$ cat src/rtl/emaxi_w_sequencer_pkg.sv
`default_nettype none
// ============================================================================
// Module   : emaxi_pkg
// Brief    : Shared AXI constants, command record and W-FSM state type.
// Revision : 1.0 - initial release
// ============================================================================
package emaxi_pkg;

    localparam int AXI_ID_W   = 12;
    localparam int AXI_DATA_W = 64;
    localparam int AXI_LEN_W  = 8;

    localparam logic [1:0] RESP_OKAY   = 2'b00;
    localparam logic [1:0] RESP_EXOKAY = 2'b01;
    localparam logic [1:0] RESP_SLVERR = 2'b10;
    localparam logic [1:0] RESP_DECERR = 2'b11;

    typedef struct packed {
        logic [AXI_ID_W-1:0]  id;
        logic [AXI_LEN_W-1:0] len;
    } aw_cmd_t;

    typedef enum logic [0:0] {
        IDLE  = 1'b0,
        BURST = 1'b1
    } w_state_t;

endpackage
`default_nettype wire

$ cat src/rtl/emaxi_w_sequencer_if.sv
`default_nettype none
// ============================================================================
// Module   : emaxi_w_sequencer_if
// Brief    : AW capture, source data, W and B channel bundle of the W stage.
// Revision : 1.0 - initial release
// ============================================================================
interface emaxi_w_sequencer_if
    import emaxi_pkg::*;
#(
    parameter int ID_W   = 12,
    parameter int DATA_W = 64,
    parameter int STRB_W = DATA_W / 8
);
    logic                 aw_fire;
    logic [ID_W-1:0]      aw_id;
    logic [AXI_LEN_W-1:0] aw_len;
    logic                 aw_room;

    logic [DATA_W-1:0]    src_data;
    logic [STRB_W-1:0]    src_strb;
    logic                 src_valid;
    logic                 src_ready;

    logic [ID_W-1:0]      m_axi_wid;
    logic [DATA_W-1:0]    m_axi_wdata;
    logic [STRB_W-1:0]    m_axi_wstrb;
    logic                 m_axi_wlast;
    logic                 m_axi_wvalid;
    logic                 m_axi_wready;

    logic [ID_W-1:0]      m_axi_bid;
    logic [1:0]           m_axi_bresp;
    logic                 m_axi_bvalid;
    logic                 m_axi_bready;

    logic                 tx_wactive;
    logic                 tx_bwait;
    logic                 err_ovf;
    logic                 err_bresp;

    modport master (
        input  aw_fire, aw_id, aw_len,
        input  src_data, src_strb, src_valid,
        input  m_axi_wready, m_axi_bid, m_axi_bresp, m_axi_bvalid,
        output aw_room, src_ready,
        output m_axi_wid, m_axi_wdata, m_axi_wstrb, m_axi_wlast, m_axi_wvalid,
        output m_axi_bready, tx_wactive, tx_bwait, err_ovf, err_bresp
    );

    modport slave (
        output aw_fire, aw_id, aw_len,
        output src_data, src_strb, src_valid,
        output m_axi_wready, m_axi_bid, m_axi_bresp, m_axi_bvalid,
        input  aw_room, src_ready,
        input  m_axi_wid, m_axi_wdata, m_axi_wstrb, m_axi_wlast, m_axi_wvalid,
        input  m_axi_bready, tx_wactive, tx_bwait, err_ovf, err_bresp
    );

endinterface
`default_nettype wire

$ cat src/rtl/emaxi_cmd_fifo.sv
`default_nettype none
// ============================================================================
// Module   : emaxi_cmd_fifo
// Brief    : Synchronous AW command FIFO; push and pop may coincide.
// Revision : 1.0 - initial release
// ============================================================================
module emaxi_cmd_fifo
    import emaxi_pkg::*;
#(
    parameter int WIDTH = AXI_ID_W + AXI_LEN_W,
    parameter int DEPTH = 4
) (
    input  wire logic             clk,
    input  wire logic             rst,
    input  wire logic             push_i,
    input  wire logic [WIDTH-1:0] push_data_i,
    input  wire logic             pop_i,
    output logic      [WIDTH-1:0] head_o,
    output logic                  full_o,
    output logic                  empty_o
);
    localparam int PTR_W = (DEPTH > 1) ? $clog2(DEPTH) : 1;

    logic [WIDTH-1:0] mem_q [DEPTH];
    logic [PTR_W-1:0] wr_ptr_q;
    logic [PTR_W-1:0] rd_ptr_q;
    logic [PTR_W:0]   count_q;
    logic             do_push;
    logic             do_pop;

    assign empty_o = (count_q == '0);
    assign full_o  = (count_q == (PTR_W+1)'(DEPTH));
    assign head_o  = mem_q[rd_ptr_q];
    assign do_pop  = pop_i && !empty_o;
    // A full FIFO still takes a push when the head leaves in the same cycle.
    assign do_push = push_i && (!full_o || do_pop);

    always_ff @(posedge clk) begin
        if (do_push) begin
            mem_q[wr_ptr_q] <= push_data_i;
        end
    end

    always_ff @(posedge clk) begin
        if (rst) begin
            wr_ptr_q <= '0;
            rd_ptr_q <= '0;
            count_q  <= '0;
        end else begin
            if (do_push) begin
                wr_ptr_q <= wr_ptr_q + 1'b1;
            end
            if (do_pop) begin
                rd_ptr_q <= rd_ptr_q + 1'b1;
            end
            count_q <= count_q + (PTR_W+1)'(do_push) - (PTR_W+1)'(do_pop);
        end
    end

endmodule
`default_nettype wire

$ cat src/rtl/emaxi_w_sequencer.sv
`default_nettype none
// ============================================================================
// Module   : emaxi_w_sequencer
// Brief    : Expands accepted AW commands into W bursts and tracks B responses.
// Revision : 1.0 - initial release
// ============================================================================
module emaxi_w_sequencer
    import emaxi_pkg::*;
#(
    parameter int ID_W      = 12,
    parameter int DATA_W    = 64,
    parameter int STRB_W    = DATA_W / 8,
    parameter int CMD_DEPTH = 4,
    parameter int MAX_OUT   = 8
) (
    input  wire logic           clk,
    input  wire logic           rst,
    emaxi_w_sequencer_if.master bus
);
    localparam int CMD_W = ID_W + AXI_LEN_W;
    localparam int OUT_W = $clog2(MAX_OUT + 1);

    w_state_t             state_q, state_d;
    logic [ID_W-1:0]      cur_id_q, cur_id_d;
    logic [AXI_LEN_W-1:0] beats_left_q, beats_left_d;
    logic [OUT_W-1:0]     outstanding_q;
    logic                 err_ovf_q;
    logic                 err_bresp_q;

    logic                 fifo_full;
    logic                 fifo_empty;
    logic                 fifo_pop;
    logic [CMD_W-1:0]     fifo_head;

    logic                 aw_room;
    logic                 push_ok;
    logic                 bready;
    logic                 b_fire;
    logic                 active;
    logic                 beat_fire;
    logic                 last_beat;
    logic                 unused_b;

    // Room depends only on registered counts so aw_fire never loops back into it.
    assign aw_room   = !fifo_full && (outstanding_q < OUT_W'(MAX_OUT));
    assign push_ok   = bus.aw_fire && aw_room;
    assign bready    = (outstanding_q != '0);
    assign b_fire    = bus.m_axi_bvalid && bready;
    assign active    = (state_q == BURST);
    assign last_beat = (beats_left_q == '0);
    assign beat_fire = active && bus.src_valid && bus.m_axi_wready;
    assign unused_b  = ^{bus.m_axi_bid, bus.m_axi_bresp[0]};

    emaxi_cmd_fifo #(
        .WIDTH (CMD_W),
        .DEPTH (CMD_DEPTH)
    ) u_cmd_fifo (
        .clk         (clk),
        .rst         (rst),
        .push_i      (push_ok),
        .push_data_i ({bus.aw_id, bus.aw_len}),
        .pop_i       (fifo_pop),
        .head_o      (fifo_head),
        .full_o      (fifo_full),
        .empty_o     (fifo_empty)
    );

    always_comb begin
        state_d      = state_q;
        cur_id_d     = cur_id_q;
        beats_left_d = beats_left_q;
        fifo_pop     = 1'b0;
        case (state_q)
            IDLE: begin
                if (!fifo_empty) begin
                    fifo_pop     = 1'b1;
                    cur_id_d     = fifo_head[CMD_W-1:AXI_LEN_W];
                    beats_left_d = fifo_head[AXI_LEN_W-1:0];
                    state_d      = BURST;
                end
            end
            BURST: begin
                if (beat_fire) begin
                    if (!last_beat) begin
                        beats_left_d = beats_left_q - 1'b1;
                    end else if (!fifo_empty) begin
                        // Chain straight into the next burst without a bubble.
                        fifo_pop     = 1'b1;
                        cur_id_d     = fifo_head[CMD_W-1:AXI_LEN_W];
                        beats_left_d = fifo_head[AXI_LEN_W-1:0];
                    end else begin
                        state_d = IDLE;
                    end
                end
            end
            default: state_d = IDLE;
        endcase
    end

    always_ff @(posedge clk) begin
        if (rst) begin
            state_q      <= IDLE;
            cur_id_q     <= '0;
            beats_left_q <= '0;
        end else begin
            state_q      <= state_d;
            cur_id_q     <= cur_id_d;
            beats_left_q <= beats_left_d;
        end
    end

    always_ff @(posedge clk) begin
        if (rst) begin
            outstanding_q <= '0;
            err_ovf_q     <= 1'b0;
            err_bresp_q   <= 1'b0;
        end else begin
            if (push_ok && !b_fire) begin
                outstanding_q <= outstanding_q + 1'b1;
            end else if (!push_ok && b_fire) begin
                outstanding_q <= outstanding_q - 1'b1;
            end
            if (bus.aw_fire && !aw_room) begin
                err_ovf_q <= 1'b1;
            end
            if (b_fire && bus.m_axi_bresp[1]) begin
                err_bresp_q <= 1'b1;
            end
        end
    end

    assign bus.aw_room      = aw_room;
    assign bus.src_ready    = active && bus.m_axi_wready;
    assign bus.m_axi_wvalid = active && bus.src_valid;
    assign bus.m_axi_wlast  = active && last_beat;
    assign bus.m_axi_wid    = active ? cur_id_q : ID_W'(0);
    assign bus.m_axi_wdata  = active ? bus.src_data : DATA_W'(0);
    assign bus.m_axi_wstrb  = active ? bus.src_strb : STRB_W'(0);
    assign bus.m_axi_bready = bready;
    assign bus.tx_wactive   = active;
    assign bus.tx_bwait     = bready;
    assign bus.err_ovf      = err_ovf_q;
    assign bus.err_bresp    = err_bresp_q;

endmodule
`default_nettype wire
$ cat src/flat_wrapper.sv
// flat-port wrapper written by rule: the top's interface ports become plain ports
module emaxi_w_sequencer_flat import emaxi_pkg::*;
#(
    parameter int ID_W      = 12,
    parameter int DATA_W    = 64,
    parameter int STRB_W    = DATA_W / 8,
    parameter int CMD_DEPTH = 4,
    parameter int MAX_OUT   = 8
)
  (clk, rst, bus_aw_fire, bus_aw_id, bus_aw_len, bus_src_data, bus_src_strb, bus_src_valid, bus_m_axi_wready, bus_m_axi_bid, bus_m_axi_bresp, bus_m_axi_bvalid, bus_aw_room, bus_src_ready, bus_m_axi_wid, bus_m_axi_wdata, bus_m_axi_wstrb, bus_m_axi_wlast, bus_m_axi_wvalid, bus_m_axi_bready, bus_tx_wactive, bus_tx_bwait, bus_err_ovf, bus_err_bresp);
  emaxi_w_sequencer_if #(.ID_W(ID_W), .DATA_W(DATA_W), .STRB_W(STRB_W)) bus_i ();
  input  wire logic clk;
  input  wire logic rst;
  input wire logic [$bits(bus_i.aw_fire)-1:0] bus_aw_fire;
  input wire logic [$bits(bus_i.aw_id)-1:0] bus_aw_id;
  input wire logic [$bits(bus_i.aw_len)-1:0] bus_aw_len;
  input wire logic [$bits(bus_i.src_data)-1:0] bus_src_data;
  input wire logic [$bits(bus_i.src_strb)-1:0] bus_src_strb;
  input wire logic [$bits(bus_i.src_valid)-1:0] bus_src_valid;
  input wire logic [$bits(bus_i.m_axi_wready)-1:0] bus_m_axi_wready;
  input wire logic [$bits(bus_i.m_axi_bid)-1:0] bus_m_axi_bid;
  input wire logic [$bits(bus_i.m_axi_bresp)-1:0] bus_m_axi_bresp;
  input wire logic [$bits(bus_i.m_axi_bvalid)-1:0] bus_m_axi_bvalid;
  output wire logic [$bits(bus_i.aw_room)-1:0] bus_aw_room;
  output wire logic [$bits(bus_i.src_ready)-1:0] bus_src_ready;
  output wire logic [$bits(bus_i.m_axi_wid)-1:0] bus_m_axi_wid;
  output wire logic [$bits(bus_i.m_axi_wdata)-1:0] bus_m_axi_wdata;
  output wire logic [$bits(bus_i.m_axi_wstrb)-1:0] bus_m_axi_wstrb;
  output wire logic [$bits(bus_i.m_axi_wlast)-1:0] bus_m_axi_wlast;
  output wire logic [$bits(bus_i.m_axi_wvalid)-1:0] bus_m_axi_wvalid;
  output wire logic [$bits(bus_i.m_axi_bready)-1:0] bus_m_axi_bready;
  output wire logic [$bits(bus_i.tx_wactive)-1:0] bus_tx_wactive;
  output wire logic [$bits(bus_i.tx_bwait)-1:0] bus_tx_bwait;
  output wire logic [$bits(bus_i.err_ovf)-1:0] bus_err_ovf;
  output wire logic [$bits(bus_i.err_bresp)-1:0] bus_err_bresp;
  assign bus_i.aw_fire = bus_aw_fire;
  assign bus_i.aw_id = bus_aw_id;
  assign bus_i.aw_len = bus_aw_len;
  assign bus_i.src_data = bus_src_data;
  assign bus_i.src_strb = bus_src_strb;
  assign bus_i.src_valid = bus_src_valid;
  assign bus_i.m_axi_wready = bus_m_axi_wready;
  assign bus_i.m_axi_bid = bus_m_axi_bid;
  assign bus_i.m_axi_bresp = bus_m_axi_bresp;
  assign bus_i.m_axi_bvalid = bus_m_axi_bvalid;
  assign bus_aw_room = bus_i.aw_room;
  assign bus_src_ready = bus_i.src_ready;
  assign bus_m_axi_wid = bus_i.m_axi_wid;
  assign bus_m_axi_wdata = bus_i.m_axi_wdata;
  assign bus_m_axi_wstrb = bus_i.m_axi_wstrb;
  assign bus_m_axi_wlast = bus_i.m_axi_wlast;
  assign bus_m_axi_wvalid = bus_i.m_axi_wvalid;
  assign bus_m_axi_bready = bus_i.m_axi_bready;
  assign bus_tx_wactive = bus_i.tx_wactive;
  assign bus_tx_bwait = bus_i.tx_bwait;
  assign bus_err_ovf = bus_i.err_ovf;
  assign bus_err_bresp = bus_i.err_bresp;
  emaxi_w_sequencer #(.ID_W(ID_W), .DATA_W(DATA_W), .STRB_W(STRB_W), .CMD_DEPTH(CMD_DEPTH), .MAX_OUT(MAX_OUT)) u_core (.clk(clk), .rst(rst), .bus(bus_i));
endmodule
$ cat config.mk
export PLATFORM = sky130hd
export DESIGN_NAME = emaxi_w_sequencer_flat
export DESIGN_NICKNAME = d
export VERILOG_FILES = /design/src/rtl/emaxi_w_sequencer_pkg.sv /design/src/rtl/emaxi_w_sequencer_if.sv /design/src/rtl/emaxi_cmd_fifo.sv /design/src/rtl/emaxi_w_sequencer.sv /design/src/flat_wrapper.sv
export SDC_FILE = /design/constraint.sdc
export NUM_CORES = 1
export LEC_CHECK = 0
export BUFFER_PORTS_ARGS = -buffer_cell sky130_fd_sc_hd__buf_2
export CAP_MARGIN = 0
export CORE_MARGIN = 3
export CORE_UTILIZATION = 55
export CTS_BUF_LIST = sky130_fd_sc_hd__clkbuf_4
export DETAILED_ROUTE_END_ITERATION = 7
export GPL_TIMING_DRIVEN = 1
export HOLD_SLACK_MARGIN = 0.08
export MAX_ROUTING_LAYER = met4
export PLACE_DENSITY_LB_ADDON = 0.12
export SYNTH_ARGS = -nofsm -noshare
export SYNTH_HDL_FRONTEND = slang
export SYNTH_SLANG_ARGS = --single-unit
$ cat constraint.sdc
create_clock -name clk -period 4.3 [get_ports clk]
set_input_delay 1.075 -clock clk [delete_from_list [all_inputs] [get_ports clk]]
set_output_delay 1.075 -clock clk [all_outputs]
set_load 0.02 [all_outputs]
; ---- Word level (Yosys, flattened, before mapping)
; Memories as Yosys holds them, arrays and structs flattened. A register that Yosys moved wholly into a read port is not among the register bits.
; Index checks and enable logic that the tools add are counted.
[totals]
ramBits = 80
regBits = 34
in_bits = 112
n_memories = 1
out_inout_bits = 93
[memory_table]
columns = memory, depth, word_bits, read_ports, rd_ports_with_merged_regs, write_ports, line
row1 = u_core.u_cmd_fifo.mem_q, 4, 20, 1, 1, 1, emaxi_cmd_fifo.sv:24  ; logic [WIDTH-1:0] mem_q [DEPTH];
[classes]
reduce_logical = 24
bitwise_logic = 1
n_eq_ne = 3
magnitude_cmp = 1
n_mux = 24
n_addsub = 7
[ops]
columns = operator, n
row1 = $mux 64, 1
row2 = $mux 12, 4
row3 = $mux 8, 4
row4 = $pmux 12 s2, 1
row5 = $pmux 8 s2, 1
row6 = $logic_and 1x1->1, 13
row7 = $logic_not 8->1, 1
row8 = $mux 4, 2
row9 = $sub 8x1->8 const B, 1
row10 = $mux 1, 7
row11 = $logic_not 1->1, 5
row12 = $add 2x1->2 const B, 2
row13 = $add 4x1->4 const B, 1
row14 = $lt 4x4->1 const B, 1
row15 = $mux 2, 2
row16 = $ne 2x2->1 const B, 2
row17 = $pmux 1 s2, 2
row18 = $reduce_bool 4->1, 1
row19 = $sub 4x1->4 const B, 1
row20 = $add 3x1->3, 1
row21 = $eq 3x3->1 const B, 1
row22 = $logic_not 3->1, 1
row23 = $sub 3x1->3, 1
row24 = $reduce_and 2->1, 1
row25 = other kinds (3), 3

; ---- Longest topological paths before layout
; Gate-level depths: netlist of the first run.
[depth]
depth_word = 10
ltp_mapped = 13

; ---- Modules after synthesis
; A second synthesis of the first run with hierarchy kept.
[unflattened]
hier_cells = 419
area_unflattened_um2 = 5495.3
[by_module_without_submodules]
columns = mod, n_inst, area_each_um2, seq_area_each_um2, cells_each
row1 = emaxi_cmd_fifo, 1, 3369.5, 2582.5, 151
row2 = emaxi_w_sequencer, 1, 2125.8, 540.5, 268

; ---- Least setup slack after synthesis of the first run
; No wires, ideal clock.
[synth_timing]
kind = in2reg
start = in bus_aw_fire
end = reg u_core.outstanding_q[3]
path_buffers = 0
cell_stages = 9
arrival_time_ns = 2.942
setup_ns = 0.121
setup_slack_ns = 1.237
t_required_ns = 4.179
path_cell_list = inv_1 > a211oi_2 > ha_1 > inv_1 > ha_1 > a21o_1 > a21oi_1 > mux2i_1 > mux2_2
[synth_via]
elab_chain_len = 4
elab_cells_between_ends = 6
classes_between = mux (1) / reduce/logical (5)
[synth_lines]
columns = element, line
row1 = start: declaration, flat_wrapper.sv:14  ; input wire logic [$bits(bus_i.aw_fire)-1:0] bus_aw_fire;
row2 = $logic_and 1x1->1 *, emaxi_w_sequencer.sv:46  ; assign push_ok = bus.aw_fire && aw_room;
row3 = $logic_not 1->1, emaxi_w_sequencer.sv:120  ; end else if (!push_ok && b_fire) begin
row4 = $logic_and 1x1->1, emaxi_w_sequencer.sv:120
row5 = $reduce_bool 2->1 (no line), n/a
row6 = end signal: assignment, emaxi_w_sequencer.sv:119  ; outstanding_q <= outstanding_q + 1'b1;
row7 = end signal: assignment, emaxi_w_sequencer.sv:121  ; outstanding_q <= outstanding_q - 1'b1;
row8 = end: declaration, emaxi_w_sequencer.sv:26  ; logic [OUT_W-1:0] outstanding_q;
; Every way passes the cells marked *; elsewhere a longest branch is shown, timed or not.
; A chain may end at the register's enable or synchronous reset.

; ---- Worst setup path after layout of the first run
[layout_timing]
start = reg u_core.beats_left_q[0]
end = reg u_core.u_cmd_fifo.count_q[2]
[layout_via]
elab_chain_len = 9
[layout_lines]
columns = element, line
row1 = start: declaration, emaxi_w_sequencer.sv:25  ; logic [AXI_LEN_W-1:0] beats_left_q, beats_left_d;
row2 = start signal: assignment, emaxi_w_sequencer.sv:108  ; beats_left_q <= beats_left_d;
row3 = $logic_not 8->1 *, emaxi_w_sequencer.sv:50  ; assign last_beat = (beats_left_q == '0);
row4 = $mux 1 *, emaxi_w_sequencer.sv:84  ; if (!last_beat) begin
row5 = $mux 1 *, emaxi_w_sequencer.sv:83  ; if (beat_fire) begin
row6 = $pmux 1 s2 *, emaxi_w_sequencer.sv:73  ; case (state_q)
row7 = $logic_and 1x1->1 *, emaxi_cmd_fifo.sv:34  ; assign do_pop = pop_i && !empty_o;
row8 = via u_core.u_cmd_fifo.do_pop, emaxi_cmd_fifo.sv:29  ; logic do_pop;
row9 = $logic_or 1x1->1, emaxi_cmd_fifo.sv:36  ; assign do_push = push_i && (!full_o || do_pop);
row10 = $logic_and 1x1->1, emaxi_cmd_fifo.sv:36
row11 = $add 3x1->3, emaxi_cmd_fifo.sv:56  ; count_q <= count_q + (PTR_W+1)'(do_push) - (PTR_W+1)'(do_pop);
row12 = $sub 3x1->3 *, emaxi_cmd_fifo.sv:56
row13 = end signal: assignment, emaxi_cmd_fifo.sv:56
row14 = end: declaration, emaxi_cmd_fifo.sv:27  ; logic [PTR_W:0] count_q;
; Mark *: on every way through the listed nets, which the timed path passes. The rest lies on a longest branch.

==> results of run 1 <==
[kinds of logic (layout without fill, tap and decap cells)]
family | after synthesis | after routing
flops | 116 | 116
mux | 30 | 30
xor+xnor | 5 | 5
simple gates | 156 | 156
compound gates | 67 | 67
other cells | 0 | 5
fa+ha+maj | 13 | 13
buf+inv | 39 | 237
[power breakdown]
group | total, mW | internal (mW) | leakage (nW) | switching [mW]
logic | 1.94 | 0.771 | 1.67 | 1.17
registers | 1.62 | 1.44 | 1.03 | 0.175
clock network | 0.884 | 0.421 | 0.171 | 0.463
total | 4.44 | 2.63 | 2.87 | 1.81
[stage by stage]
step	utilization, %	setup WS (ns)	cells	instance area [µm²]	hold slack, ns
6_report	71.7	1.23	758	6750	0.478
5_1_grt	71.7	0.957	758	6750	0.509
3_5_place_dp	68.1	0.885	721	6410	0.451
3_3_place_gp	68.1	0.923	721	6410	0.440
4_1_cts	71.5	1.17	753	6740	0.481
2_1_floorplan	-	1.24	426	5420	0.449
[worst min path at each step]
stage	startpoint	end	slack [ns]
2_1_floorplan	u_core.cur_id_q[0]$_SDFFE_PP0P_	u_core.cur_id_q[0]$_SDFFE_PP0P_	0.45
3_3_place_gp	u_core.bus.err_bresp$_SDFFE_PP0P_	u_core.bus.err_bresp$_SDFFE_PP0P_	0.44
3_5_place_dp	u_core.bus.err_ovf$_SDFFE_PP0P_	u_core.bus.err_ovf$_SDFFE_PP0P_	0.45
4_1_cts	u_core.bus.err_ovf$_SDFFE_PP0P_	u_core.bus.err_ovf$_SDFFE_PP0P_	0.48
5_1_grt	u_core.cur_id_q[10]$_SDFFE_PP0P_	u_core.cur_id_q[10]$_SDFFE_PP0P_	0.51
6_report	u_core.bus.err_ovf$_SDFFE_PP0P_	u_core.bus.err_ovf$_SDFFE_PP0P_	0.48
[cell type report]
| cell class | instances | area [µm²] | share of cell area, % |
|---|---|---|---|
| Clock buffer | 17 | 128 | 1.89 |
| Antenna cell | 5 | 12.5 | 0.185 |
| Clock inverter | 15 | 193 | 2.86 |
| Inverter | 12 | 45.0 | 0.668 |
| Sequential cell | 116 | 3120 | 46.3 |
| Timing Repair Buffer | 193 | 971 | 14.4 |
| Multi-Input combinational cell | 271 | 2110 | 31.3 |
| Tap cell | 129 | 161 | 2.39 |
[flip-flops by register name (all words and copies together), names as in the netlist, named ones only]
name / count
u_core.outstanding_q: 4
u_core.u_cmd_fifo.mem_q: 80
u_core.bus.tx_wactive: 1
u_core.cur_id_q: 12
u_core.u_cmd_fifo.wr_ptr_q: 2
u_core.bus.err_bresp: 1
u_core.u_cmd_fifo.rd_ptr_q: 2
u_core.bus.err_ovf: 1
u_core.beats_left_q: 8
u_core.u_cmd_fifo.count_q: 3
[routing by layer]
layer,routed length [µm],up-vias,track usage (%),share of wire [%]
met2,7730,214,45.1,52
met3,1140,16,7.72,7.6
li1,-,1941,-,-
met5,0,-,-,0
met4,199,0,8.53,1.3
met1,5800,1966,33.5,39
[cells in the final DEF (no fill, tap or decap), types with 8 or more instances in the layout]
cell type  Yosys  routed
buf_2          5     191
and2_1        90      90
edfxtp_1      80      80
dfxtp_1       36      35
a21oi_1       22      22
nor2_1        21      21
mux4_2        20      20
nand3_1       18      18
o21ai_0       18      18
clkbuf_4       0      17
inv_1         12      12
ha_1          11      11
mux2i_1        8       8
[worst max-delay path: cells and delay by family, from the launching register on]
family | cells | cell delay, ns
XOR/XNOR | 2 | 0.31
AND/OR/NAND/NOR | 3 | 0.46
adder cells (fa/ha/maj) | 4 | 1.06
buffers and inverters | 3 | 0.21
AO/OA/AOI/OAI | 1 | 0.52
flip-flops | 1 | 0.39
==> results.cfg, run 1 <==
[cts]
cts-resized-gates = 0
worstSkewPairLatency_ns = 0.51
cts_made_buffers = 17
clk_path_buf_depth = 2
postCtsSetupRepairBufs = 0
cts.reportedPaths.clkPinSlew_ns = 0.13
cts_tree = yes
htreeDepth = 4
cts.sinks = 116
clock_tree.root_cell = clkbuf_4
hold_buffers = 0

[logic_synthesis]
synthAdderAreaFrac_pct = 3.28
synthMuxAreaShare_pct = 10.2
netlist_area_mm2 = 0.00542
synth_largest_area_cell = edfxtp_1
yosysTopAreaCellShare_pct = 44.3
synth-seq-area-share_pct = 57.6
synth-compound-area-share_pct = 7.90
synth.top_cells.by_area = edfxtp_1, dfxtp_1, and2_1
synth_most_common_cell = and2_1
syn_area_per_cell_um2 = 12.7
synth_ff_type = edfxtp_1
yosys.area_share.simple_pct = 16.8
synth_edf_count = 80
synth_top_family_by_area = simple AND/OR/NAND/NOR gates
synth_seq_cells = 116
yosys_warnings = 0
synthTopCellsByCount = and2_1, edfxtp_1, dfxtp_1, a21oi_1, nor2_1
synthCells = 426
async_reset_ff_share_pct = 0
synth.distinct_cells = 53
syn_nets = 551
synth-xor-area-share_pct = 0.808

[floorplan]
rows = 35
die_width_um = 105
start_util_pct = 57.6
die_y_um = 105
core_mm2 = 0.00942
dieArea_mm2 = 0.0111
ios = 205

[route]
wl_mm = 14.9
first_iter_violations = 306
via_count = 4137
vias_per_cell = 5.46
ant_nets = 0
wl_per_cell_um = 19.6
dr.pass1.iters = 5
drcViolationCount = 0

[timing]
fin_worst_skew_ns = 0.0215
fmax_mhz = 326
fin_tns_setup_ns = 0
final.min_clock_period_ns = 3.07
slew_violations = 0
worst_pin_slew_ns = 1.04
rsz0062_at_grt = false
finalHoldViolCount = 0
fin_crit_sh_pct = 71.3
slew_headroom_pct = 30.5
setup_viol = 0

[placed_design]
io_buffers = 191
globalplace.congestion = 0.963
post-dp-hpwl_mm = 11.1

[power]
peakVddDrop_mv = 0.451
leakage_nw = 2.87
total_power_mw = 4.44
power.density_mw_per_mm2 = 658

[worst_setup_path]
reg2reg_depth = 13
endpoint_kind = flip-flop
worstSetupPathType = flip-flop to flip-flop
reg2reg_to = u_core.u_cmd_fifo.count_q[2]$_SDFF_PP0_
cp_max_fo = 16
cp.arrival_ns = 3.44
reg2reg_slack_ns = 1.23
cp-start-kind = flip-flop
crit_slowest_cell = a21boi_2
endpoint = u_core.u_cmd_fifo.count_q[2]$_SDFF_PP0_
critPathMaxStageDelay_ns = 0.52
required_ns = 4.68
cp_cell_sequence = inv_1 > ha_1 > nor3b_2 > a21boi_2 > nor2_1 > ha_1 > inv_1 > ha_1 > inv_1 > fa_1 > xor2_1 > xnor2_1 > nor2_1
r2r-start = u_core.beats_left_q[0]$_SDFFE_PP0P_
crit_start = u_core.beats_left_q[0]$_SDFFE_PP0P_

[finish]
area_delta_synth_final_pct = 24.5
drive_above_1_share_pct = 41.7
fill_cells = 669
nets = 736

[min_path]
min_path_cells = 1
hp-class = flip-flop to flip-flop

[global_route]
first_global_vias = 3951
grt_antenna_before_repair = 5
grtUsageTotal_pct = 27.6
overflow = 0
grt_pass1_wl_mm = 22.0
grt_max_degree = 86

[outcome]
status = complete, no violations

[flow_run]
cap_violations = 0
(Power assumes the default switching activity.)
==> run 2, diff against run 1 <==
--- a/config.mk
+++ b/config.mk
@@ -8,7 +8,7 @@
 export BUFFER_PORTS_ARGS = -buffer_cell sky130_fd_sc_hd__buf_2
 export CAP_MARGIN = 0
 export CORE_MARGIN = 3
-export CORE_UTILIZATION = 55
+export CORE_UTILIZATION = 51
 export CTS_BUF_LIST = sky130_fd_sc_hd__clkbuf_4
 export DETAILED_ROUTE_END_ITERATION = 7
 export GPL_TIMING_DRIVEN = 1
==> constraint.sdc (replaced) <==
create_clock -name clk -period 3 [get_ports clk]
set_input_delay 0.75 -clock clk [delete_from_list [all_inputs] [get_ports clk]]
set_output_delay 0.75 -clock clk [all_outputs]
set_load 0.02 [all_outputs]
==> run 2 against run 1 <==
- utilization decreased by 6.0 points
- combinational power increased by 53%
- via count increased by 0.31%
- cell count increased by 2.5%
- largest cell class unchanged
==> results.cfg, run 2 (synthesis results as in run 1) <==
[finish]
area_delta_synth_final_pct = 25.1
fill_cells = 814
drive_above_1_share_pct = 42.5
nets = 750
top_regs = u_core.u_cmd_fifo.mem_q: 80 flops, u_core.cur_id_q: 12 flops, u_core.beats_left_q: 8 flops
final_cell_mix = buf_2, and2_1, edfxtp_1
top_register = u_core.u_cmd_fifo.mem_q
largest_reg_flops = 80
layout_commonest_cell = buf_2

[route]
wl_mm = 15.6
wl_per_cell_um = 20.1
dr.pass1.iters = 5
drcViolationCount = 0
first_iter_violations = 317
ant_nets = 0
vias_per_cell = 5.34
via_count = 4150

[placed_design]
post-dp-hpwl_mm = 11.8
io_buffers = 191
globalplace.congestion = 0.830

[cts]
cts-resized-gates = 0
clock_tree.root_cell = clkbuf_4
postCtsSetupRepairBufs = 0
cts.reportedPaths.clkPinSlew_ns = 0.11
hold_buffers = 0
worstSkewPairLatency_ns = 0.50
htreeDepth = 4
cts.sinks = 116
cts_tree = yes
cts_made_buffers = 17
clk_path_buf_depth = 2

[floorplan]
die_width_um = 109
dieArea_mm2 = 0.0119
ios = 205
core_mm2 = 0.0103
die_y_um = 109
rows = 37
start_util_pct = 52.5

[timing]
fin_tns_setup_ns = 0
rsz0062_at_grt = false
worst_pin_slew_ns = 0.987
slew_violations = 0
finalHoldViolCount = 0
final.min_clock_period_ns = 2.76
fin_worst_skew_ns = 0.0258
fmax_mhz = 362
setup_viol = 0
slew_headroom_pct = 34.0
fin_crit_sh_pct = 92.1

[min_path]
hp-class = input port to flip-flop

[worst_setup_path]
reg2reg_to = u_core.outstanding_q[3]$_SDFFE_PP0P_
worstSetupPathType = flip-flop to output pin
endpoint_kind = output pin
reg2reg_slack_ns = 0.39
cp_max_fo = 92
cp-start-kind = flip-flop
cp.arrival_ns = 2.01
endpoint = bus_m_axi_wdata[14]
reg2reg_depth = 9
r2r-start = u_core.outstanding_q[0]$_SDFFE_PP0P_
required_ns = 2.25
crit_start = u_core.bus.tx_wactive$_SDFF_PP0_

[power]
leakage_nw = 2.89
peakVddDrop_mv = 0.555
total_power_mw = 6.24
power.density_mw_per_mm2 = 920

[global_route]
grt_antenna_before_repair = 2
grtUsageTotal_pct = 27.0
first_global_vias = 4042
overflow = 0
grt_max_degree = 93
grt_pass1_wl_mm = 22.8

[outcome]
status = complete, no violations

[flow_run]
cap_violations = 0
-- run 2: cell count changes in the layout (fill, tap and decap cells not counted), sizes merged --
cell      previous run  this run
clkinv               3         8
buf                193       207
inv                 20        13
bufinv               3         1
diode                5         3
clkinvlp             1         5
-- run 2: metrics by stage --
| stage | instances | setup slack (ns) | utilization [%] | instance area (µm²) | hold WS, ns |
|---|---|---|---|---|---|
| after global placement | 742 | 0.260 | 63.2 | 6530 | 0.440 |
| after CTS | 774 | 0.234 | 65.6 | 6770 | 0.421 |
| after floorplan | 426 | 0.262 | - | 5420 | 0.449 |
| after global routing | 776 | 0.0985 | 65.7 | 6780 | 0.420 |
| after detailed placement | 742 | 0.211 | 63.2 | 6530 | 0.462 |
| final | 777 | 0.238 | 65.7 | 6780 | 0.474 |
-- run 2: area by class of cell --
cell class	count	area (µm²)	share of cell area, %
clock buffer	17	128	1.88
antenna	3	7.51	0.111
inverter	12	45.0	0.664
clock inverter	15	116	1.72
tap	136	170	2.51
multi-input combinational	271	2110	31.2
sequential	116	3120	46.1
timing repair buffer	207	1080	15.9
-- run 2: layer usage --
metal	global-route usage [%]	wire, µm
met1	33.0	6000
met2	42.1	7760
met3	6.81	1240
met4	13.2	599
met5	-	0
-- run 2: worst min-delay path by stage --
stage	from	end	slack [ns]	cells past startpoint
floorplan	u_core.cur_id_q[0]$_SDFFE_PP0P_	u_core.cur_id_q[0]$_SDFFE_PP0P_	0.45	2
global placement	u_core.bus.err_ovf$_SDFFE_PP0P_	u_core.bus.err_ovf$_SDFFE_PP0P_	0.44	1
detailed placement	u_core.cur_id_q[10]$_SDFFE_PP0P_	u_core.cur_id_q[10]$_SDFFE_PP0P_	0.46	2
CTS	bus_aw_id[11]	u_core.u_cmd_fifo.mem_q[1][19]$_DFFE_PP_	0.42	1
global route	bus_aw_id[11]	u_core.u_cmd_fifo.mem_q[1][19]$_DFFE_PP_	0.42	1
finish	bus_aw_id[11]	u_core.u_cmd_fifo.mem_q[1][19]$_DFFE_PP_	0.47	1
-- run 2: report_power, final --
part	internal [mW]	switching [mW]	total [mW]	leakage [nW]
combinational	1.20	1.76	2.96	1.74
clock	0.398	0.571	0.969	0.122
sequential	2.06	0.242	2.31	1.03
-- run 2: critical path, cell delays in order, from the launching register on --
cell and delay, ns:
dfxtp_2 0.42, buf_4 0.53, and2_1 0.34, buf_2 0.21
==> run 3, diff against run 2 <==
--- a/config.mk
+++ b/config.mk
@@ -7,13 +7,14 @@
 export LEC_CHECK = 0
 export BUFFER_PORTS_ARGS = -buffer_cell sky130_fd_sc_hd__buf_2
 export CAP_MARGIN = 0
+export CELL_PAD_IN_SITES_DETAIL_PLACEMENT = 1
+export CELL_PAD_IN_SITES_GLOBAL_PLACEMENT = 1
 export CORE_MARGIN = 3
-export CORE_UTILIZATION = 51
+export CORE_UTILIZATION = 39
 export CTS_BUF_LIST = sky130_fd_sc_hd__clkbuf_4
 export DETAILED_ROUTE_END_ITERATION = 7
 export GPL_TIMING_DRIVEN = 1
 export HOLD_SLACK_MARGIN = 0.08
-export MAX_ROUTING_LAYER = met4
 export PLACE_DENSITY_LB_ADDON = 0.12
 export SYNTH_ARGS = -nofsm -noshare
 export SYNTH_HDL_FRONTEND = slang
==> constraint.sdc (replaced) <==
create_clock -name clk -period 3.05 [get_ports clk]
set_input_delay 0.7625 -clock clk [delete_from_list [all_inputs] [get_ports clk]]
set_output_delay 0.7625 -clock clk [all_outputs]
set_load 0.02 [all_outputs]
==> run 3 against run 2 <==
- critical path depth is 8 higher
- first-iteration DRC count is 47% lower
- power is 1.6% higher
- sequential power is 3% lower
- cell area is 1.6% higher
==> results.cfg, run 3 (synthesis results as in run 1) <==
[finish]
area_delta_synth_final_pct = 27.1
register_area_mm2 = 0.00312
multi_input_area_mm2 = 0.00211
final_cell_mix = buf_2, and2_1, edfxtp_1
fill_cells = 1459
nets = 750
top_register = u_core.u_cmd_fifo.mem_q
top_regs = u_core.u_cmd_fifo.mem_q: 80 flops, u_core.cur_id_q: 12 flops, u_core.beats_left_q: 8 flops
drive_above_1_share_pct = 42.6
fin_util_pct = 51.4
layout_commonest_cell = buf_2
largest_reg_flops = 80

[min_path]
hp-class = input port to flip-flop

[timing]
fin_worst_skew_ns = 0.0124
rsz0062_at_grt = false
finalHoldViolCount = 0
worst_pin_slew_ns = 1.08
fin_crit_sh_pct = 89.9
slew_headroom_pct = 27.4
final.min_clock_period_ns = 2.74
fin_tns_setup_ns = 0
slew_violations = 0
setup_viol = 0
fmax_mhz = 365

[floorplan]
dieArea_mm2 = 0.0153
rows = 42
ios = 205
die_width_um = 124
die_y_um = 124
start_util_pct = 40.4
core_mm2 = 0.0134

[route]
vias_per_cell = 5.03
wl_mm = 14.8
drcViolationCount = 0
first_iter_violations = 169
dr.pass1.iters = 4
ant_nets = 0
wl_per_cell_um = 18.2
via_count = 4098

[power]
leakage_nw = 2.93
power.internal_mw = 3.77
p_sw_share_pct = 40.5
p_sw_mw = 2.57
power.density_mw_per_mm2 = 920
clkPwrFrac_pct = 18.7
peakVddDrop_mv = 0.391
seqPwrFrac_pct = 35.4
p_comb_share_pct = 45.9

[placed_design]
io_buffers = 191
globalplace.congestion = 0.809
post-dp-hpwl_mm = 10.8

[global_route]
overflow = 0
grtUsageTotal_pct = 19.0
grt_pass1_wl_mm = 21.8
grt_antenna_before_repair = 1
first_global_vias = 4096
grt_max_degree = 57

[cts]
worstSkewPairLatency_ns = 0.50
cts_made_buffers = 17
cts-resized-gates = 0
clock_tree.root_cell = clkbuf_4
cts.sinks = 116
clk_path_buf_depth = 2
hold_buffers = 0
postCtsSetupRepairBufs = 0
cts.reportedPaths.clkPinSlew_ns = 0.11
cts_tree = yes
htreeDepth = 4

[worst_setup_path]
critPathMaxStageDelay_ns = 0.61
worstSetupPathType = flip-flop to flip-flop
cp.arrival_ns = 3.13
cp_max_fo = 9
crit_slowest_cell = nor4_2
required_ns = 3.44
endpoint_kind = flip-flop
cp_cell_sequence = nor4_2 > a21boi_2 > nor2_1 > ha_1 > inv_1 > ha_1 > inv_1 > fa_1 > xor2_1 > xnor2_1 > nor2_1
cp-start-kind = flip-flop

[outcome]
status = complete, no violations

[flow_run]
cap_violations = 0
run 3: worst paths after layout:
path | slack [ns] | endpoint | from | depth (start not counted)
worst max-delay path | 0.31 | u_core.u_cmd_fifo.count_q[2]$_SDFF_PP0_ | u_core.beats_left_q[2]$_SDFFE_PP0P_ | 11
worst min-delay path | 0.47 | u_core.u_cmd_fifo.mem_q[0][11]$_DFFE_PP_ | bus_aw_id[3] | 1
worst max register to register | 0.31 | u_core.u_cmd_fifo.count_q[2]$_SDFF_PP0_ | u_core.beats_left_q[2]$_SDFFE_PP0P_ | 11
worst min register to register | 0.48 | u_core.cur_id_q[5]$_SDFFE_PP0P_ | u_core.cur_id_q[5]$_SDFFE_PP0P_ | 2
run 3: worst max-delay path, delay by kind of cell, from the launching register on:
kind,cells,cell delay [ns]
fa+ha+maj,3,0.77
simple gates,3,0.90
buf+inv,2,0.11
compound gates,1,0.13
xor+xnor,2,0.30
flops,1,0.43
run 3: power by group through the flow:
stage	logic, mW	clock network, mW	registers (mW)
3_3_place_gp	2.87	0	2.25
2_1_floorplan	2.10	0	2.22
3_5_place_dp	2.94	0	2.28
5_1_grt	3.23	1.29	2.29
6_report	2.91	1.18	2.24
4_1_cts	2.96	1.22	2.25
run 3: layout make-up:
| type | count | share of cell area [%] |
|---|---|---|
| flip-flops and latches | 116 | 45.4 |
| repair buffers | 207 | 15.6 |
| multi-input cells | 271 | 30.7 |
| inverters | 12 | 0.654 |
| well taps | 176 | 3.20 |
| clock inverters | 15 | 2.62 |
| clock buffers | 17 | 1.85 |
| diodes | 1 | 0.0363 |
run 3: per-layer routing:
layer / vias up / global-route usage, % / part of all wire [%]
li1: 1955 / - / -
met3: 11 / 4.50 / 7.0
met1: 1990 / 22.9 / 40
met5: - / 0 / 0
met4: 0 / 6.37 / 0.91
met2: 142 / 33.5 / 52
run 3: stage by stage:
| stage | power [mW] | instances | hold WS (ns) | instance area, µm² | setup slack (ns) |
|---|---|---|---|---|---|
| 3_3_place_gp | 5.12 | 782 | 0.440 | 6580 | 0.274 |
| 3_5_place_dp | 5.22 | 782 | 0.461 | 6580 | 0.230 |
| 6_report | 6.34 | 815 | 0.471 | 6890 | 0.309 |
| 4_1_cts | 6.43 | 814 | 0.419 | 6890 | 0.277 |
| 5_1_grt | 6.82 | 815 | 0.402 | 6890 | 0.0931 |
| 2_1_floorplan | 4.31 | 426 | 0.449 | 5420 | 0.300 |
